[config.mk]
export PLATFORM = sky130hd
export DESIGN_NAME = btn_cmd_sched
export DESIGN_NICKNAME = d
export VERILOG_FILES = /design/src/rtl/btn_cmd_pkg.sv /design/src/rtl/btn_sync.sv /design/src/rtl/btn_cmd_sched.sv
export SDC_FILE = /design/constraint.sdc
export NUM_CORES = 1
export LEC_CHECK = 0
export ABC_AREA = 1
export CAP_MARGIN = 20
export CORE_UTILIZATION = 64
export CTS_BUF_LIST = sky130_fd_sc_hd__clkbuf_16
export DETAILED_ROUTE_END_ITERATION = 16
export PLACE_DENSITY = 0.84
export SLEW_MARGIN = 10
export SYNTH_ARGS = -nofsm -noshare
export SYNTH_HDL_FRONTEND = slang
export SYNTH_SLANG_ARGS = --single-unit
[constraint.sdc]
create_clock -name clk -period 4.45 [get_ports clk]
set_input_delay 0.89 -clock clk [delete_from_list [all_inputs] [get_ports clk]]
set_output_delay 0.89 -clock clk [all_outputs]
set_load 0.03 [all_outputs]
[src/rtl/btn_cmd_pkg.sv]
// Shared definitions for the front-panel button command scheduler.
// Command codes are also decoded by the mode/edit/timer FSM.
package btn_cmd_pkg;

    localparam int NUM_BTN = 5;

    // Command codes carried on cmd_code (6 and 7 are never driven)
    localparam logic [2:0] CMD_NONE  = 3'd0;
    localparam logic [2:0] CMD_CLR   = 3'd1;
    localparam logic [2:0] CMD_MODE  = 3'd2;
    localparam logic [2:0] CMD_SHIFT = 3'd3;
    localparam logic [2:0] CMD_INC   = 3'd4;
    localparam logic [2:0] CMD_STST  = 3'd5;

    // Button bit positions in the synchronized vector, highest priority first
    localparam int BTN_RESET = 0;
    localparam int BTN_MODE  = 1;
    localparam int BTN_SHIFT = 2;
    localparam int BTN_INC   = 3;
    localparam int BTN_STST  = 4;

    typedef enum logic [1:0] {
        ST_IDLE     = 2'd0,
        ST_QUALIFY  = 2'd1,
        ST_FIRE     = 2'd2,
        ST_WAIT_REL = 2'd3
    } state_t;

    // Bit position order matches code order, so the code is index+1
    function automatic logic [2:0] btn_to_cmd(input int idx);
        return 3'(idx + 1);
    endfunction

endpackage

[src/rtl/btn_sync.sv]
// Parameterized-width two-flop synchronizer, synchronous active-high reset.
module btn_sync #(
    parameter int W = 5
) (
    input  logic         clk,
    input  logic         reset,
    input  logic [W-1:0] i_d,
    output logic [W-1:0] o_q
);

    logic [W-1:0] r_meta;
    logic [W-1:0] r_sync;

    // Two register stages to resolve metastability on the raw inputs
    always_ff @(posedge clk) begin
        if (reset) begin
            r_meta <= '0;
            r_sync <= '0;
        end else begin
            r_meta <= i_d;
            r_sync <= r_meta;
        end
    end

    assign o_q = r_sync;

endmodule

[src/rtl/btn_cmd_sched.sv]
// Front-panel button scheduler: synchronizes five buttons, picks one by fixed
// priority, qualifies it with a hold time and issues one command per press
// over a valid/ready handshake.
// Optional build macro BTN_CMD_AUTOREPEAT_EN: a held INC button re-fires every
// REPEAT_CYCLES (plus handshake latency) while it stays the only button held.
module btn_cmd_sched
    import btn_cmd_pkg::*;
#(
    parameter int HOLD_CYCLES   = 15_000_000,
    parameter int REPEAT_CYCLES = 5_000_000,
    parameter int CW = $clog2(((HOLD_CYCLES > REPEAT_CYCLES) ? HOLD_CYCLES : REPEAT_CYCLES) + 1)
) (
    input  logic       clk,
    input  logic       reset,
    input  logic       i_btn_reset,
    input  logic       i_btn_mode,
    input  logic       i_btn_edit_shift,
    input  logic       i_btn_inc,
    input  logic       i_btn_start_stop,
    output logic       o_cmd_valid,
    output logic [2:0] o_cmd_code,
    input  logic       i_cmd_ready,
    output logic       o_busy
);

    localparam logic [CW-1:0] HOLD_LAST = CW'(HOLD_CYCLES - 1);
`ifdef BTN_CMD_AUTOREPEAT_EN
    localparam logic [CW-1:0]      RPT_LAST = CW'(REPEAT_CYCLES - 1);
    localparam logic [NUM_BTN-1:0] INC_ONLY = NUM_BTN'(1) << BTN_INC;
    logic r_rpt_stop;
`endif

    logic [NUM_BTN-1:0] w_raw;
    logic [NUM_BTN-1:0] w_s;
    logic [2:0]         w_win_code;
    logic               w_own_hi;

    state_t             r_state;
    logic [CW-1:0]      r_cnt;
    logic [2:0]         r_owner;
    logic               r_cmd_valid;
    logic [2:0]         r_cmd_code;

    assign w_raw[BTN_RESET] = i_btn_reset;
    assign w_raw[BTN_MODE]  = i_btn_mode;
    assign w_raw[BTN_SHIFT] = i_btn_edit_shift;
    assign w_raw[BTN_INC]   = i_btn_inc;
    assign w_raw[BTN_STST]  = i_btn_start_stop;

    btn_sync #(.W(NUM_BTN)) u_sync (
        .clk   (clk),
        .reset (reset),
        .i_d   (w_raw),
        .o_q   (w_s)
    );

    // Fixed-priority pick: scan low priority first so the highest one wins
    always_comb begin
        w_win_code = CMD_NONE;
        for (int i = NUM_BTN - 1; i >= 0; i--) begin
            if (w_s[i]) w_win_code = btn_to_cmd(i);
        end
    end

    // Level of the button that currently owns the scheduler
    always_comb begin
        w_own_hi = 1'b0;
        for (int i = 0; i < NUM_BTN; i++) begin
            if (r_owner == btn_to_cmd(i)) w_own_hi = w_s[i];
        end
    end

    // Scheduler FSM with registered command outputs
    always_ff @(posedge clk) begin
        if (reset) begin
            r_state     <= ST_IDLE;
            r_cnt       <= '0;
            r_owner     <= CMD_NONE;
            r_cmd_valid <= 1'b0;
            r_cmd_code  <= CMD_NONE;
`ifdef BTN_CMD_AUTOREPEAT_EN
            r_rpt_stop  <= 1'b0;
`endif
        end else begin
            case (r_state)
                ST_IDLE: begin
                    if (w_win_code != CMD_NONE) begin
                        r_owner <= w_win_code;
                        r_cnt   <= '0;
                        r_state <= ST_QUALIFY;
                    end
                end
                ST_QUALIFY: begin
                    if (!w_own_hi) begin
                        r_owner <= CMD_NONE;
                        r_state <= ST_IDLE;
                    end else if (r_cnt >= HOLD_LAST) begin
                        r_state <= ST_FIRE;
                    end else begin
                        r_cnt <= r_cnt + 1'b1;
                    end
                end
                ST_FIRE: begin
                    // Present the command one cycle after entry, hold until accepted
                    if (!r_cmd_valid) begin
                        r_cmd_valid <= 1'b1;
                        r_cmd_code  <= r_owner;
                    end else if (i_cmd_ready) begin
                        r_cmd_valid <= 1'b0;
                        r_cmd_code  <= CMD_NONE;
                        r_state     <= ST_WAIT_REL;
`ifdef BTN_CMD_AUTOREPEAT_EN
                        // Starting at 1 makes the period REPEAT_CYCLES + handshake
                        r_cnt       <= CW'(1);
`else
                        r_cnt       <= '0;
`endif
                    end
                end
                ST_WAIT_REL: begin
                    if (w_s == '0) begin
                        r_owner <= CMD_NONE;
                        r_state <= ST_IDLE;
`ifdef BTN_CMD_AUTOREPEAT_EN
                        r_rpt_stop <= 1'b0;
                    end else if (!r_rpt_stop && r_owner == CMD_INC && w_s == INC_ONLY) begin
                        if (r_cnt >= RPT_LAST) r_state <= ST_FIRE;
                        else                   r_cnt   <= r_cnt + 1'b1;
                    end else begin
                        // Any other button or an INC release ends repeating for this press
                        r_rpt_stop <= 1'b1;
`endif
                    end
                end
                default: r_state <= ST_IDLE;
            endcase
        end
    end

    assign o_cmd_valid = r_cmd_valid;
    assign o_cmd_code  = r_cmd_code;
    assign o_busy      = (r_state != ST_IDLE);

endmodule

==> metrics, run 1 <==
sequential group share of total power=40.9%; number of CTS-inserted buffers=5; endpoint type of the worst setup path=flip-flop; final critical-path required period=2.47 ns; worst hold path type=flip-flop to flip-flop; Net Count, Synth=413; sum of net half-perimeters after detailed placement=3850 µm; post-route antenna net violation count=0; Final Power=0.00104 W; H-tree depth=2; most frequently used cell type in the post-synthesis netlist=sky130_fd_sc_hd__nand2_1; aggregate negative setup slack=0 ns; Cells on Worst Hold Path=2; clock transition time at the flip-flop clock pins of the worst setup and hold paths=0.06 ns; r2r startpoint=r_state[0]; Inserted Diodes=0; leading post-synthesis cells by cell area=sky130_fd_sc_hd__dfxtp_1 (34%), sky130_fd_sc_hd__nand2_1 (16%), sky130_fd_sc_hd__nor2_1 (11%); required time at the worst-slack endpoint=4.67 ns; cell count after synthesis=404; synthesized area=0.00256 mm²; share of the yosys chip area belonging to registers=33.6%; fraction of the cycle the final worst path needs=55.6%; net count reported at finish=419; category of the critical setup timing path=flip-flop to flip-flop; number of I/O pins=13; residual DRC count=0; Yosys top cell by area=sky130_fd_sc_hd__dfxtp_1; switching power as a share of total power=35.2%; post_cts resized=0; routed metal-1 wire length=2440 µm; post-route clock skew=0.00424 ns; number of enable-type register cells in the synthesized netlist=0; Async S/R FF share, synth=0%; buffer depth of the longest clock path=2; Die Area=0.00426 mm²; detailed router's first-iteration violation count=199; Crit. Startpoint=r_state[0]; aggregate global-route resource usage=29.5%; CTS tree=done; share of the core filled with cells in the final layout=75.0%; top flip-flop cell by instance count after synthesis=sky130_fd_sc_hd__dfxtp_1; arrival time of the worst setup path=2.69 ns; number of endpoints with negative hold slack in the final report=0; unrepaired setup endpoints after global routing=false; die outline width=65.3 µm; total gr overflow=0; Hold Startpoint=u_sync.r_meta[1]; Top Metal Used=met4; power per cell area=369 mW/mm²; total length of routed met2 wires=2840 µm; pin count of the biggest net entering global routing=28; drt wl/cell=12.1 µm; Starting Density=68.4%; path depth of the worst reg2reg path=7; final count of pins violating max slew=0; row count=22; via count of the first global-routing pass=2325; fraction of layout cells with a size suffix above 1=6.57%; most common library cells after synthesis=sky130_fd_sc_hd__nand2_1 (106), sky130_fd_sc_hd__nor2_1 (72), sky130_fd_sc_hd__dfxtp_1 (43), sky130_fd_sc_hd__inv_1 (41), sky130_fd_sc_hd__nand3_1 (38); floorplan core area=0.00374 mm²; number of buffers inserted to repair setup after CTS=0; warnings from Yosys=0; achievable clock frequency=0.404 GHz; number of unique standard cell types used by synthesis=29; first-pass GRT wire length=9780 µm; crit start category=flip-flop; fillers=314; vias per std cell=5.39; critical path peak fanout=24; proportion of netlist area held by the largest area contributor=33.6%; layout-stage area growth over the synthesis result=9.62%; final setup violating endpoints=0; worst-case headroom to the max-slew limit=48.5%; run status=complete, no violations; worst-margin pin slew=0.770 ns; hold-fix buffer count after cts=0; max_cap viols=0; CTS sink count=43; met3 routed wirelength=188 µm; flops & latches, synth=43; first-pass iteration count of the detailed router=4; net load switching power=0.000365 W; combinational group share of total power=23.8%; latest clock arrival within the worst-skew pair=0.29 ns; y dimension of the die=65.3 µm; I/O Buffers=12; worst reg2reg setup slack=1.98 ns; per-instance average area after synthesis=6.34 µm²; antenna violations before repair=0; leakage power total=0.984 nW; largest vdd supply drop=0.000287 V; total routed wirelength=5560 µm; global placement routability congestion=0.922; Cell Int Power=0.000672 W; fraction of power consumed by the clock network=35.3%; via count=2474; root buffer cell=sky130_fd_sc_hd__clkbuf_16
==> per-stage QoR <==
stage / setup slack (ns) / cells / hold slack, ns / area [µm²]
6_report: 1.98 / 459 / 0.405 / 2810
3_5_place_dp: 1.68 / 451 / 0.395 / 2660
3_3_place_gp: 1.76 / 451 / 0.391 / 2660
4_1_cts: 1.98 / 459 / 0.406 / 2810
2_1_floorplan: 2.62 / 404 / 0.388 / 2560
5_1_grt: 1.69 / 459 / 0.421 / 2810
==> logic make-up (layout without fill, tap and decap cells) <==
family | count (synthesis) | after routing | synth area share [%]
AOI/OAI and AO/OA | 49 | 49 | 9.86
xor gates and xnor gates | 16 | 16 | 5.47
adders and majority gates | 1 | 1 | 0.488
buffers and inverters | 58 | 65 | 9.96
DFF | 43 | 43 | 33.6
and+or+nand+nor | 237 | 237 | 40.6
==> power by group through the flow <==
stage | sequential [W] | clock [W] | combinational (W)
after floorplan | 0.000425 | 0 | 0.000225
after global placement | 0.000432 | 0 | 0.000239
after detailed placement | 0.000432 | 0 | 0.000243
after CTS | 0.000423 | 0.000368 | 0.000244
after global routing | 0.000427 | 0.000389 | 0.000275
final | 0.000424 | 0.000366 | 0.000247
==> flip-flops by register name (all words and copies together), names as in the netlist, named ones only <==
| register | flops |
|---|---|
| o_cmd_code | 3 |
| o_cmd_valid | 1 |
| r_cnt | 24 |
| r_owner | 3 |
| r_state | 1 |
| u_sync.o_q | 5 |
| u_sync.r_meta | 5 |
==> routing by layer <==
metal / GRT usage, % / vias up
met3: 6.77 / 10
met4: 11.7 / 0
met1: 32.7 / 1144
met2: 53.7 / 47
li1: - / 1273
met5: 0 / -
==> layout make-up <==
type / instances / area [µm²] / share of cell area, %
multi-input cells: 303 / 1450 / 51.5
flip-flops and latches: 43 / 861 / 30.6
inverters: 44 / 165 / 5.88
repair buffers: 13 / 128 / 4.54
clock buffers: 5 / 125 / 4.45
well taps: 48 / 60.1 / 2.14
clock inverters: 3 / 23.8 / 0.846
==> layout by cell type (no fill, tap or decap), types with 2 or more instances in the layout <==
cell type	instances
sky130_fd_sc_hd__a21oi_1	37
sky130_fd_sc_hd__a21oi_2	2
sky130_fd_sc_hd__clkbuf_16	5
sky130_fd_sc_hd__clkdlybuf4s50_1	12
sky130_fd_sc_hd__clkinvlp_4	2
sky130_fd_sc_hd__dfxtp_1	43
sky130_fd_sc_hd__inv_1	41
sky130_fd_sc_hd__inv_2	3
sky130_fd_sc_hd__nand2_1	106
sky130_fd_sc_hd__nand2_4	2
sky130_fd_sc_hd__nand3_1	38
sky130_fd_sc_hd__nand3_2	2
sky130_fd_sc_hd__nand4_1	2
sky130_fd_sc_hd__nor2_1	72
sky130_fd_sc_hd__nor2_2	2
sky130_fd_sc_hd__nor2_4	3
sky130_fd_sc_hd__nor3_1	2
sky130_fd_sc_hd__nor3_2	2
sky130_fd_sc_hd__o21ai_0	10
sky130_fd_sc_hd__xnor2_1	5
sky130_fd_sc_hd__xor2_1	11
==> final timing paths <==
kind                                      end
worst min register to register  u_sync.o_q[1]
worst max-delay path                 r_cnt[4]
worst min-delay path            u_sync.o_q[1]
worst max register to register       r_cnt[4]
==> worst max-delay path, stage by stage, from the launching register on <==
cell and delay [ns]:
sky130_fd_sc_hd__dfxtp_1 0.39, sky130_fd_sc_hd__inv_2 0.11, sky130_fd_sc_hd__nor2_1 0.06, sky130_fd_sc_hd__inv_1 0.58
sky130_fd_sc_hd__nand3_2 0.58, sky130_fd_sc_hd__nand2_4 0.44, sky130_fd_sc_hd__nand2_1 0.10, sky130_fd_sc_hd__a21oi_1 0.14
Power figures use the tool's default switching activity.
==> inputs of run 2 (changes only) <==
--- a/config.mk
+++ b/config.mk
@@ -7,10 +7,10 @@
 export LEC_CHECK = 0
 export ABC_AREA = 1
 export CAP_MARGIN = 20
-export CORE_UTILIZATION = 64
+export CORE_UTILIZATION = 60
 export CTS_BUF_LIST = sky130_fd_sc_hd__clkbuf_16
 export DETAILED_ROUTE_END_ITERATION = 16
-export PLACE_DENSITY = 0.84
+export PLACE_DENSITY = 0.8
 export SLEW_MARGIN = 10
 export SYNTH_ARGS = -nofsm -noshare
 export SYNTH_HDL_FRONTEND = slang
==> constraint.sdc (replaced) <==
create_clock -name clk -period 2.3 [get_ports clk]
set_input_delay 0.46 -clock clk [delete_from_list [all_inputs] [get_ports clk]]
set_output_delay 0.46 -clock clk [all_outputs]
set_load 0.03 [all_outputs]
==> metrics, run 2 (synthesis results as in run 1) <==
I/O Buffers=12; met2 usage in global routing=46.6%; number of buffers inserted to repair setup after CTS=0; worst-margin pin slew=0.595 ns; fillers=341; largest vdd supply drop=0.000605 V; run status=complete, no violations; critical path peak fanout=8; post_cts resized=0; worst reg2reg setup slack=0.41 ns; floorplan core area=0.00406 mm²; first-pass iteration count of the detailed router=4; Die Area=0.00454 mm²; CTS sink count=43; first-pass GRT wire length=9020 µm; buffer depth of the longest clock path=2; worst-case headroom to the max-slew limit=59.9%; achievable clock frequency=0.489 GHz; Crit path buffers/inverters=2; via count of the first global-routing pass=2069; crit-path cells=nor2_1 -> inv_1 -> clkdlybuf4s50_1; fraction of layout cells with a size suffix above 1=7.47%; max_cap viols=0; post-route setup slack=0.256 ns; drt wl/cell=11.8 µm; layout-stage area growth over the synthesis result=11.7%; Slowest Stage Delay on Critical Path=0.66 ns; y dimension of the die=67.4 µm; power per cell area=746 mW/mm²; final setup violating endpoints=0; area used by multi-input combinational logic=0.00145 mm²; root buffer cell=sky130_fd_sc_hd__clkbuf_16; r2r startpoint=r_cnt[0]; latest clock arrival within the worst-skew pair=0.28 ns; category of the critical setup timing path=flip-flop to output port; clock transition time at the flip-flop clock pins of the worst setup and hold paths=0.06 ns; Hold Startpoint=u_sync.r_meta[4]; register area=861 µm²; count of cell instances traversed by the critical path=3; sum of net half-perimeters after detailed placement=3940 µm; residual DRC count=0; vias per std cell=5.24; total gr overflow=0; post-route clock skew=0.00872 ns; peak-usage layer in the global routing report=met2; global placement routability congestion=0.920; post-route antenna net violation count=0; worst hold path type=flip-flop to flip-flop; required time at the worst-slack endpoint=1.84 ns; met3 Use GR=5.41%; total routed wirelength=5490 µm; Inserted Diodes=0; Starting Density=63.2%; row count=23; antenna violations before repair=0; leading cell types in the layout, fill and taps excluded=sky130_fd_sc_hd__nand2_1 (106), sky130_fd_sc_hd__nor2_1 (72), sky130_fd_sc_hd__dfxtp_1 (43); register name with the most flops=r_cnt; aggregate negative setup slack=0 ns; via count=2438; final count of pins violating max slew=0; fraction of the cycle the final worst path needs=88.8%; leakage power total=1.02 nW; Slowest-stage cell, CP=sky130_fd_sc_hd__clkdlybuf4s50_1; worst hold path endpoint=u_sync.o_q[4]; Cells on Worst Hold Path=2; endpoint type of the worst setup path=output port; CTS tree=done; pin count of the biggest net entering global routing=23; arrival time of the worst setup path=1.58 ns; met1 GRT Util=32.4%; path depth of the worst reg2reg path=10; Crit. Startpoint=r_state[0]; net count reported at finish=423; max FFs per register=24; aggregate global-route resource usage=26.4%; leading cell type in the layout, fill and taps excluded=sky130_fd_sc_hd__nand2_1; number of endpoints with negative hold slack in the final report=0; number of CTS-inserted buffers=5; Fin Hold WS=0.402 ns; H-tree depth=2; die outline width=67.4 µm; minimum setup slack after placement=0.233 ns; final critical-path required period=2.04 ns; unrepaired setup endpoints after global routing=false; crit start category=flip-flop; worst r2r dst=r_cnt[19]; number of I/O pins=13; hold-fix buffer count after cts=0; detailed router's first-iteration violation count=225; delay-heaviest family, CP=buffers and inverters
run 2: worst max path at each step:
| stage | to | slack, ns |
|---|---|---|
| global placement | r_cnt[14] | 0.30 |
| finish | o_busy | 0.26 |
| detailed placement | r_cnt[2] | 0.23 |
| floorplan | r_cnt[5] | 0.69 |
| global route | o_busy | 0.20 |
| CTS | o_busy | 0.26 |
run 2: final cells by class:
cell class	count	share of cell area (%)
inverters	44	5.77
clock buffers	5	4.37
clock inverters	3	1.53
flip-flops and latches	43	30.1
well taps	50	2.19
repair buffers	17	5.51
multi-input cells	303	50.5
run 2: layer usage:
layer  routed length, µm  share of wire [%]
met3                 218                4.0
met4                  55                1.0
met2                2680                 49
met1                2540                 46
met5                   0                  0
run 2: worst register-to-register path, cell delays in order (launching register included):
cell and delay, ns:
sky130_fd_sc_hd__dfxtp_1 0.37, sky130_fd_sc_hd__ha_1 0.23, sky130_fd_sc_hd__inv_1 0.11, sky130_fd_sc_hd__nor2_4 0.18, sky130_fd_sc_hd__nand2_1 0.07, sky130_fd_sc_hd__nand2_1 0.08, sky130_fd_sc_hd__nand3_2 0.11, sky130_fd_sc_hd__nand3_4 0.17
sky130_fd_sc_hd__buf_4 0.26, sky130_fd_sc_hd__nand3_1 0.11, sky130_fd_sc_hd__a21oi_1 0.14
run 2: metrics by stage:
| stage | total power (W) | instances | util, % | instance area (µm²) |
|---|---|---|---|---|
| floorplan | 0.00126 | 404 | - | 2560 |
| global placement | 0.00133 | 457 | 66.4 | 2690 |
| detailed placement | 0.00134 | 457 | 66.4 | 2690 |
| CTS | 0.00214 | 465 | 70.5 | 2860 |
| global route | 0.00223 | 465 | 70.5 | 2860 |
| finish | 0.00213 | 465 | 70.5 | 2860 |
run 2: where the power goes:
part | internal [W] | leakage [nW] | switching, W | total (W)
clock network | 0.000512 | 0.0838 | 0.000291 | 0.000803
logic | 0.000138 | 0.586 | 0.000371 | 0.000509
registers | 0.000781 | 0.349 | 0.0000413 | 0.000822
total | 0.00143 | 1.02 | 0.000703 | 0.00213
